$ cat src/rtl/evg_dbus_pkg.sv
// evg_dbus_pkg
//   Shared definitions for the event-generator distributed-bus generator.
//   - chanStateT: per-channel state (IDLE, ARMED, RUN). ARMED is only
//     reachable when EVG_DBUS_RESYNC_EN is defined.
//   - Fixed bit positions on the distributed bus. Bit 0 is the heartbeat,
//     bit 1 is the ping, and the programmable channels start at bit 2.
package evg_dbus_pkg;

  typedef enum logic [1:0] {
    IDLE  = 2'd0,
    ARMED = 2'd1,
    RUN   = 2'd2
  } chanStateT;

  localparam int HEARTBEAT_BIT     = 0;
  localparam int PING_BIT          = 1;
  localparam int FIRST_CHANNEL_BIT = 2;

endpackage

$ cat src/rtl/evg_dbus_channel.sv
// evg_dbus_channel
//   One programmable pulse-train channel. It holds the shadow period/high
//   registers, the active copies used by the running counter, and the
//   IDLE/ARMED/RUN state machine.
//   Optional feature: EVG_DBUS_RESYNC_EN. When it is defined, an enabled
//   channel waits in ARMED for a heartbeat, and every heartbeat restarts the
//   counter at 0.
// Ports:
//   evgTxClk   in   clock, rising edge
//   evgReset   in   synchronous active-high reset
//   cfgWrite   in   decoded one-cycle write aimed at this channel
//   cfgPeriod  in   period in cycles (values < 2 disable the channel)
//   cfgHigh    in   high cycles per period
//   cfgEnable  in   enable written together with period/high
//   heartbeat  in   heartbeat request (only used for resync)
//   chanBit    out  combinational channel bit for the current cycle; the top
//                   registers it onto the bus
//   running    out  high while the channel is in RUN (comes straight from a flop)
module evg_dbus_channel
  import evg_dbus_pkg::*;
#(
  parameter int PERIOD_WIDTH = 24
) (
  input  logic                    evgTxClk,
  input  logic                    evgReset,
  input  logic                    cfgWrite,
  input  logic [PERIOD_WIDTH-1:0] cfgPeriod,
  input  logic [PERIOD_WIDTH-1:0] cfgHigh,
  input  logic                    cfgEnable,
  input  logic                    heartbeat,
  output logic                    chanBit,
  output logic                    running
);

`ifdef EVG_DBUS_RESYNC_EN
  localparam chanStateT ENABLE_STATE = ARMED;
`else
  localparam chanStateT ENABLE_STATE = RUN;
`endif

  chanStateT               stateReg, stateNext;
  logic [PERIOD_WIDTH-1:0] countReg, countNext;
  logic [PERIOD_WIDTH-1:0] shadowPeriodReg, shadowHighReg;
  logic [PERIOD_WIDTH-1:0] activePeriodReg, activePeriodNext;
  logic [PERIOD_WIDTH-1:0] activeHighReg, activeHighNext;
  logic [PERIOD_WIDTH-1:0] countEff;
  logic                    cfgValid, cfgKill, atWrap, resyncHit;

  // A heartbeat makes the current cycle the C=0 cycle, so the bit registered
  // this edge lines up with the heartbeat bit on bus[0].
`ifdef EVG_DBUS_RESYNC_EN
  assign resyncHit = heartbeat && ((stateReg == RUN) || (stateReg == ARMED));
`else
  logic unusedHeartbeat;
  assign unusedHeartbeat = heartbeat;
  assign resyncHit       = 1'b0;
`endif

  assign running = (stateReg == RUN);

  always_comb begin
    cfgValid         = cfgWrite && cfgEnable && (cfgPeriod >= PERIOD_WIDTH'(2));
    cfgKill          = cfgWrite && !cfgValid;
    countEff         = resyncHit ? '0 : countReg;
    atWrap           = (stateReg == RUN) &&
                       (countReg == activePeriodReg - PERIOD_WIDTH'(1));
    // A disabling write silences the bit already on the edge that takes it.
    chanBit          = !cfgKill && ((stateReg == RUN) || resyncHit) &&
                       (countEff < activeHighReg);
    stateNext        = stateReg;
    countNext        = countReg;
    activePeriodNext = activePeriodReg;
    activeHighNext   = activeHighReg;

    if (cfgKill) begin
      stateNext = IDLE;
      countNext = '0;
    end else begin
      case (stateReg)
        IDLE: begin
          if (cfgValid) begin
            stateNext        = ENABLE_STATE;
            countNext        = '0;
            activePeriodNext = cfgPeriod;
            activeHighNext   = cfgHigh;
          end
        end
        ARMED: begin
          // Nothing is being emitted yet, so new values can be taken directly.
          if (cfgValid) begin
            activePeriodNext = cfgPeriod;
            activeHighNext   = cfgHigh;
          end
          if (resyncHit) begin
            stateNext = RUN;
            countNext = PERIOD_WIDTH'(1);
          end
        end
        RUN: begin
          // Pending values are taken only at a period boundary, so no runt
          // pulse is produced. A write that lands on that same edge is still
          // in flight and waits for the next wrap.
          if (atWrap) begin
            activePeriodNext = shadowPeriodReg;
            activeHighNext   = shadowHighReg;
          end
          if (resyncHit)   countNext = PERIOD_WIDTH'(1);
          else if (atWrap) countNext = '0;
          else             countNext = countReg + PERIOD_WIDTH'(1);
        end
        default: begin
          stateNext = IDLE;
          countNext = '0;
        end
      endcase
    end
  end

  always_ff @(posedge evgTxClk) begin
    if (evgReset) begin
      stateReg        <= IDLE;
      countReg        <= '0;
      shadowPeriodReg <= '0;
      shadowHighReg   <= '0;
      activePeriodReg <= '0;
      activeHighReg   <= '0;
    end else begin
      stateReg        <= stateNext;
      countReg        <= countNext;
      activePeriodReg <= activePeriodNext;
      activeHighReg   <= activeHighNext;
      if (cfgWrite) begin
        shadowPeriodReg <= cfgPeriod;
        shadowHighReg   <= cfgHigh;
      end
    end
  end

endmodule

$ cat src/rtl/evg_dbus_generator.sv
// evg_dbus_generator
//   Distributed-bus generator for the event generator transmit path.
//   bus[0] is the registered heartbeat request. bus[1] is a one-cycle ping
//   every PING_INTERVAL cycles. Bits 2..CHANNEL_COUNT+1 carry the
//   programmable channels, and all bits above them are 0.
//   Optional feature: EVG_DBUS_RESYNC_EN (heartbeat-aligned channel start and
//   restart; see evg_dbus_channel).
// Ports:
//   evgTxClk             in   sole clock, rising edge
//   evgReset             in   synchronous active-high reset
//   evgHeartbeatRequest  in   heartbeat request
//   evgCfgStrobe         in   one-cycle configuration write
//   evgCfgChannel        in   target channel (>= CHANNEL_COUNT is ignored)
//   evgCfgPeriod         in   period in cycles
//   evgCfgHigh           in   high cycles per period
//   evgCfgEnable         in   channel enable
//   evgDistributedBus    out  registered distributed bus
//   evgChannelRunning    out  per-channel RUN indicator
module evg_dbus_generator
  import evg_dbus_pkg::*;
#(
  parameter int TXCLK_NOMINAL_FREQUENCY = 125000000,
  parameter int DISTRIBUTED_BUS_WIDTH   = 8,
  parameter int CHANNEL_COUNT           = 4,
  parameter int PERIOD_WIDTH            = 24,
  parameter int PING_INTERVAL           = 625,
  parameter int CHAN_SEL_WIDTH          = (CHANNEL_COUNT > 1) ? $clog2(CHANNEL_COUNT) : 1
) (
  input  logic                             evgTxClk,
  input  logic                             evgReset,
  input  logic                             evgHeartbeatRequest,
  input  logic                             evgCfgStrobe,
  input  logic [CHAN_SEL_WIDTH-1:0]        evgCfgChannel,
  input  logic [PERIOD_WIDTH-1:0]          evgCfgPeriod,
  input  logic [PERIOD_WIDTH-1:0]          evgCfgHigh,
  input  logic                             evgCfgEnable,
  output logic [DISTRIBUTED_BUS_WIDTH-1:0] evgDistributedBus,
  output logic [CHANNEL_COUNT-1:0]         evgChannelRunning
);

  localparam int PING_CW = (PING_INTERVAL > 2) ? $clog2(PING_INTERVAL) : 1;
  localparam logic [PING_CW-1:0] PING_RELOAD = PING_CW'(PING_INTERVAL - 1);

  if (TXCLK_NOMINAL_FREQUENCY <= 0) begin : gBadFreq
    $error("evg_dbus_generator: TXCLK_NOMINAL_FREQUENCY must be positive");
  end
  if (DISTRIBUTED_BUS_WIDTH < CHANNEL_COUNT + 2) begin : gBadWidth
    $error("evg_dbus_generator: bus too narrow for CHANNEL_COUNT");
  end
  if (PING_INTERVAL < 2) begin : gBadPing
    $error("evg_dbus_generator: PING_INTERVAL must be at least 2");
  end
  if (CHAN_SEL_WIDTH < $clog2(CHANNEL_COUNT)) begin : gBadSel
    $error("evg_dbus_generator: CHAN_SEL_WIDTH cannot address every channel");
  end

  logic [PING_CW-1:0]               pingCountReg;
  logic [DISTRIBUTED_BUS_WIDTH-1:0] busReg, busNext;
  logic [CHANNEL_COUNT-1:0]         chanBits, chanRunning, chanWrite;

  for (genvar gi = 0; gi < CHANNEL_COUNT; gi++) begin : gChan
    // A write that arrives together with reset is dropped here as well as by
    // the channel's own reset.
    assign chanWrite[gi] = evgCfgStrobe && !evgReset &&
                           (32'(evgCfgChannel) == gi);

    evg_dbus_channel #(
      .PERIOD_WIDTH (PERIOD_WIDTH)
    ) uChan (
      .evgTxClk  (evgTxClk),
      .evgReset  (evgReset),
      .cfgWrite  (chanWrite[gi]),
      .cfgPeriod (evgCfgPeriod),
      .cfgHigh   (evgCfgHigh),
      .cfgEnable (evgCfgEnable),
      .heartbeat (evgHeartbeatRequest),
      .chanBit   (chanBits[gi]),
      .running   (chanRunning[gi])
    );
  end

  always_comb begin
    busNext                                         = '0;
    busNext[HEARTBEAT_BIT]                          = evgHeartbeatRequest;
    busNext[PING_BIT]                               = (pingCountReg == '0);
    busNext[FIRST_CHANNEL_BIT +: CHANNEL_COUNT]     = chanBits;
  end

  // The ping counter starts at PING_INTERVAL-1, so the first registered ping
  // appears exactly PING_INTERVAL cycles after reset is released.
  always_ff @(posedge evgTxClk) begin
    if (evgReset) begin
      busReg       <= '0;
      pingCountReg <= PING_RELOAD;
    end else begin
      busReg       <= busNext;
      pingCountReg <= (pingCountReg == '0) ? PING_RELOAD : pingCountReg - 1'b1;
    end
  end

  assign evgDistributedBus = busReg;
  assign evgChannelRunning = chanRunning;

endmodule

$ cat config.mk
export PLATFORM = sky130hd
export DESIGN_NAME = evg_dbus_generator
export DESIGN_NICKNAME = d
export VERILOG_FILES = /design/src/rtl/evg_dbus_pkg.sv /design/src/rtl/evg_dbus_channel.sv /design/src/rtl/evg_dbus_generator.sv
export SDC_FILE = /design/constraint.sdc
export NUM_CORES = 1
export LEC_CHECK = 0
export ABC_CLOCK_PERIOD_IN_PS = 3500
export CAP_MARGIN = 30
export CORE_ASPECT_RATIO = 0.5
export CORE_MARGIN = 8
export CORE_UTILIZATION = 55
export DETAILED_ROUTE_END_ITERATION = 12
export DONT_BUFFER_PORTS = 1
export PLACE_DENSITY = 0.85
export SLEW_MARGIN = 15
export SYNTH_ARGS = -nofsm -noshare
export SYNTH_HDL_FRONTEND = slang
export SYNTH_SLANG_ARGS = --single-unit
$ cat constraint.sdc
create_clock -name evgTxClk -period 3.5 [get_ports evgTxClk]
set_input_delay 0.7 -clock evgTxClk [delete_from_list [all_inputs] [get_ports evgTxClk]]
set_output_delay 0.7 -clock evgTxClk [all_outputs]
set_load 0.1 [all_outputs]
==> flow_summary.yaml <==
critical_path:
  reg2reg_depth: 12
  critPathRequiredTime_ns: 3.96
  r2r_slack_ns: -0.03
  endpoint: "gChan[2].uChan.countEff[13]"
  crit_type: "flip-flop to flip-flop"
  start_kind: "flip-flop"
  arrival_ns: 3.99
  reg2reg_to: "gChan[2].uChan.countEff[13]"
  cp-end-kind: "flip-flop"
  timing.rr.start: "gChan[2].uChan.activePeriodReg[10]"
  critPathMaxFanout: 8
  startpoint: "gChan[2].uChan.activePeriodReg[10]"
timing:
  finalHoldViolations: 0
  tns_ns: -0.150
  skew_ns: 0.0175
  fin_crit_ns: 3.53
  fin_ws_ns: -0.0285
  worst_pin_slew_ns: 0.960
  fmax_ghz: 0.283
  maxSlewViolCount: 0
  timing.final.setup_violations: 13
  finalCritPeriodShare: 1.01
  rsz0062_at_grt: "yes"
  slew_headroom: 0.359
global_routing:
  grt_max_degree: 407
  grt-ovfl-total: 0
  grt_pass1_vias: 22778
  antenna_found_initial: 0
  grtUsageTotal: 0.267
  grt_pass1_wl_um: 123000
synthesis:
  ys.warnings.count: 0
  synth_top_area_frac: 0.379
  yosysMostFrequentCell: "nand2_1"
  syn_avg_cell_area_um2: 7.87
  ys_seq_elements: 500
  yosys-top-cells-area: "dfxtp_1 (38%), nand2_1 (7.3%), nor2_1 (6.2%), ha_1 (4.8%), a21oi_1 (4.6%)"
  syn_area_mm2: 0.0264
  ys_seq_area_frac: 0.379
  synth.largest_area_cell: "dfxtp_1"
  netlist_instances: 3357
  synthArstFlopShare: 0
  dominantRegCellSynth: "dfxtp_1"
  synth_edf_count: 0
  yosysUniqueCellTypes: 74
  synth_commonest_cells: "nand2_1 (513), dfxtp_1 (500), nor2_1 (434)"
flow_run:
  cap_violations: 0
die:
  rows: 56
  fp.dieH_um: 171
  dieArea_mm2: 0.0557
  initial_core_util: 0.560
  die_x_um: 326
  ioPinCount: 67
  coreArea_mm2: 0.0472
placed_design:
  hpwl_um: 52600
  placed_cells: 3857
  portBuffers: 0
  gp_congestion: 0.957
cells_and_area:
  antennaDiodeCount: 0
  finalNonFillerCells: 3941
  fill_cells: 3804
  syn_to_final_growth_pct: 9.68
  drive_above_1_share: 0.115
  final-seq-area_mm2: 0.0100
  multiInputGateArea_mm2: 0.0148
  fin_nets: 3427
route:
  drc: 0
  vias: 24823
  wl_um: 78100
  viasPerCell: 6.30
  wl_per_cell_um: 19.8
  postRouteAntennaNets: 0
  drt_iter0_drc: 3663
  drtPass1Iterations: 6
clock_tree:
  clk_latency_ns: 0.57
  clkTransAtPathRegs_ns: 0.07
  cts_made_buffers: 45
  cts_tree: "yes"
  clock-root-buffer: "clkbuf_16"
  cts_hold_buf: 0
  cts_buffer_depth: 3
  htreeDepth: 2
  cts.sinks: 500
power:
  ir_drop_mv: 0.298
  p_leak_nw: 11.4
  power_density_mw_per_mm2: 423
min_path:
  hp-class: "primary input to flip-flop"
status:
  failed_checks: "setup timing"
  status: "finished, violations left"
## critical path: stages, from the launching register on
cell and delay [ns]:
dfxtp_2 0.32, or4_4 0.56, or4_4 0.58, o21a_1 0.20
or3_1 0.32, a21o_1 0.17, a22o_1 0.23, buf_4 0.15
nor4_4 0.24, buf_4 0.19, clkbuf_16 0.16, o41ai_1 0.07
a31o_2 0.23
## power breakdown
group          internal (mW)  switching (mW)
registers               5.83           0.127
clock network           2.71            2.27
logic                  0.612           0.721
## how the worst min path moves through the flow
stage,start,endpoint,cells past startpoint
4_1_cts,evgReset,gChan[3].uChan.shadowPeriodReg[4],1
5_1_grt,evgReset,gChan[0].uChan.shadowHighReg[1],1
3_5_place_dp,gChan[3].uChan.shadowPeriodReg[14],gChan[3].uChan.shadowPeriodReg[14],2
6_report,evgReset,gChan[3].uChan.shadowPeriodReg[4],1
2_1_floorplan,gChan[1].uChan.shadowHighReg[10],gChan[1].uChan.shadowHighReg[10],2
3_3_place_gp,gChan[3].uChan.shadowPeriodReg[14],gChan[3].uChan.shadowPeriodReg[14],2
## what timing repair did
item,4_1_cts,5_1_grt
endpoints found under the hold margin,0,0
pin swaps,0,1
resized for setup,4,20
setup buffers,0,2
gates cloned,0,1
setup endpoints to repair,33,172
## placed cells by master, fill, tap and decap left out, drive strengths merged, types with 15 or more instances in the layout
master,n
nand2b,29
a21oi,243
a221oi,48
o21ai,100
clkbuf,60
and3,44
nand4,45
o221a,135
or3,24
xnor2,73
inv,171
nor4,52
nor3b,20
ha,101
nor2b,25
buf,144
xor2,85
o22a,49
nand2,514
a21o,56
nor3,59
mux2i,15
nor2,434
or4,17
nand3,57
dfxtp,500
a31oi,17
## layer usage
metal  up-vias  global-route usage  part of all wire
met5         -                   0                 0
met4         0               0.108             0.040
met3       209              0.0506              0.10
met2      1321               0.422              0.44
met1     11718               0.359              0.41
li1      11575                   -                 -
## flip-flops by register name, indices dropped and copies added, names as in the netlist
name	flops
evgDistributedBus	6
gChan.uChan.activeHighReg	96
gChan.uChan.activePeriodReg	96
gChan.uChan.countEff	96
gChan.uChan.shadowHighReg	96
gChan.uChan.shadowPeriodReg	96
gChan.uChan.stateReg	4
pingCountReg	10
## cell type report
cell class                      instances  area share
Multi-Input combinational cell       2412       0.510
Sequential cell                       500       0.346
Timing Repair Buffer                  146      0.0452
Clock buffer                           58      0.0436
Tap cell                              638      0.0275
Inverter                              166      0.0215
Clock inverter                         21     0.00635
## cell families (layout without fill, tap and decap cells)
| logic type | Yosys count | in the layout | synth area share |
|---|---|---|---|
| and+or+nand+nor | 1373 | 1373 | 0.236 |
| AOI/OAI and AO/OA | 761 | 761 | 0.210 |
| DFF | 500 | 500 | 0.379 |
| buffers and inverters | 446 | 391 | 0.0681 |
| xor gates and xnor gates | 158 | 158 | 0.0524 |
| adders and majority gates | 101 | 101 | 0.0478 |
| muxes | 17 | 17 | 0.00653 |
| other | 1 | 2 | 0.000142 |
## stage by stage
stage / hold WS, ns / cell area [um^2] / power [mW] / utilization / setup slack, ns
final: 0.226 / 29000 / 12.3 / 0.615 / -0.0285
after global routing: 0.198 / 29000 / 12.7 / 0.615 / -0.0829
after CTS: 0.201 / 28900 / 12.3 / 0.612 / 0.00238
after detailed placement: 0.442 / 27400 / 7.36 / 0.581 / -0.0258
after global placement: 0.437 / 27400 / 7.31 / 0.581 / 0.0148
after floorplan: 0.433 / 26500 / 7.12 / - / 0.0000353
Note: power is estimated with default switching activity, not from simulation.
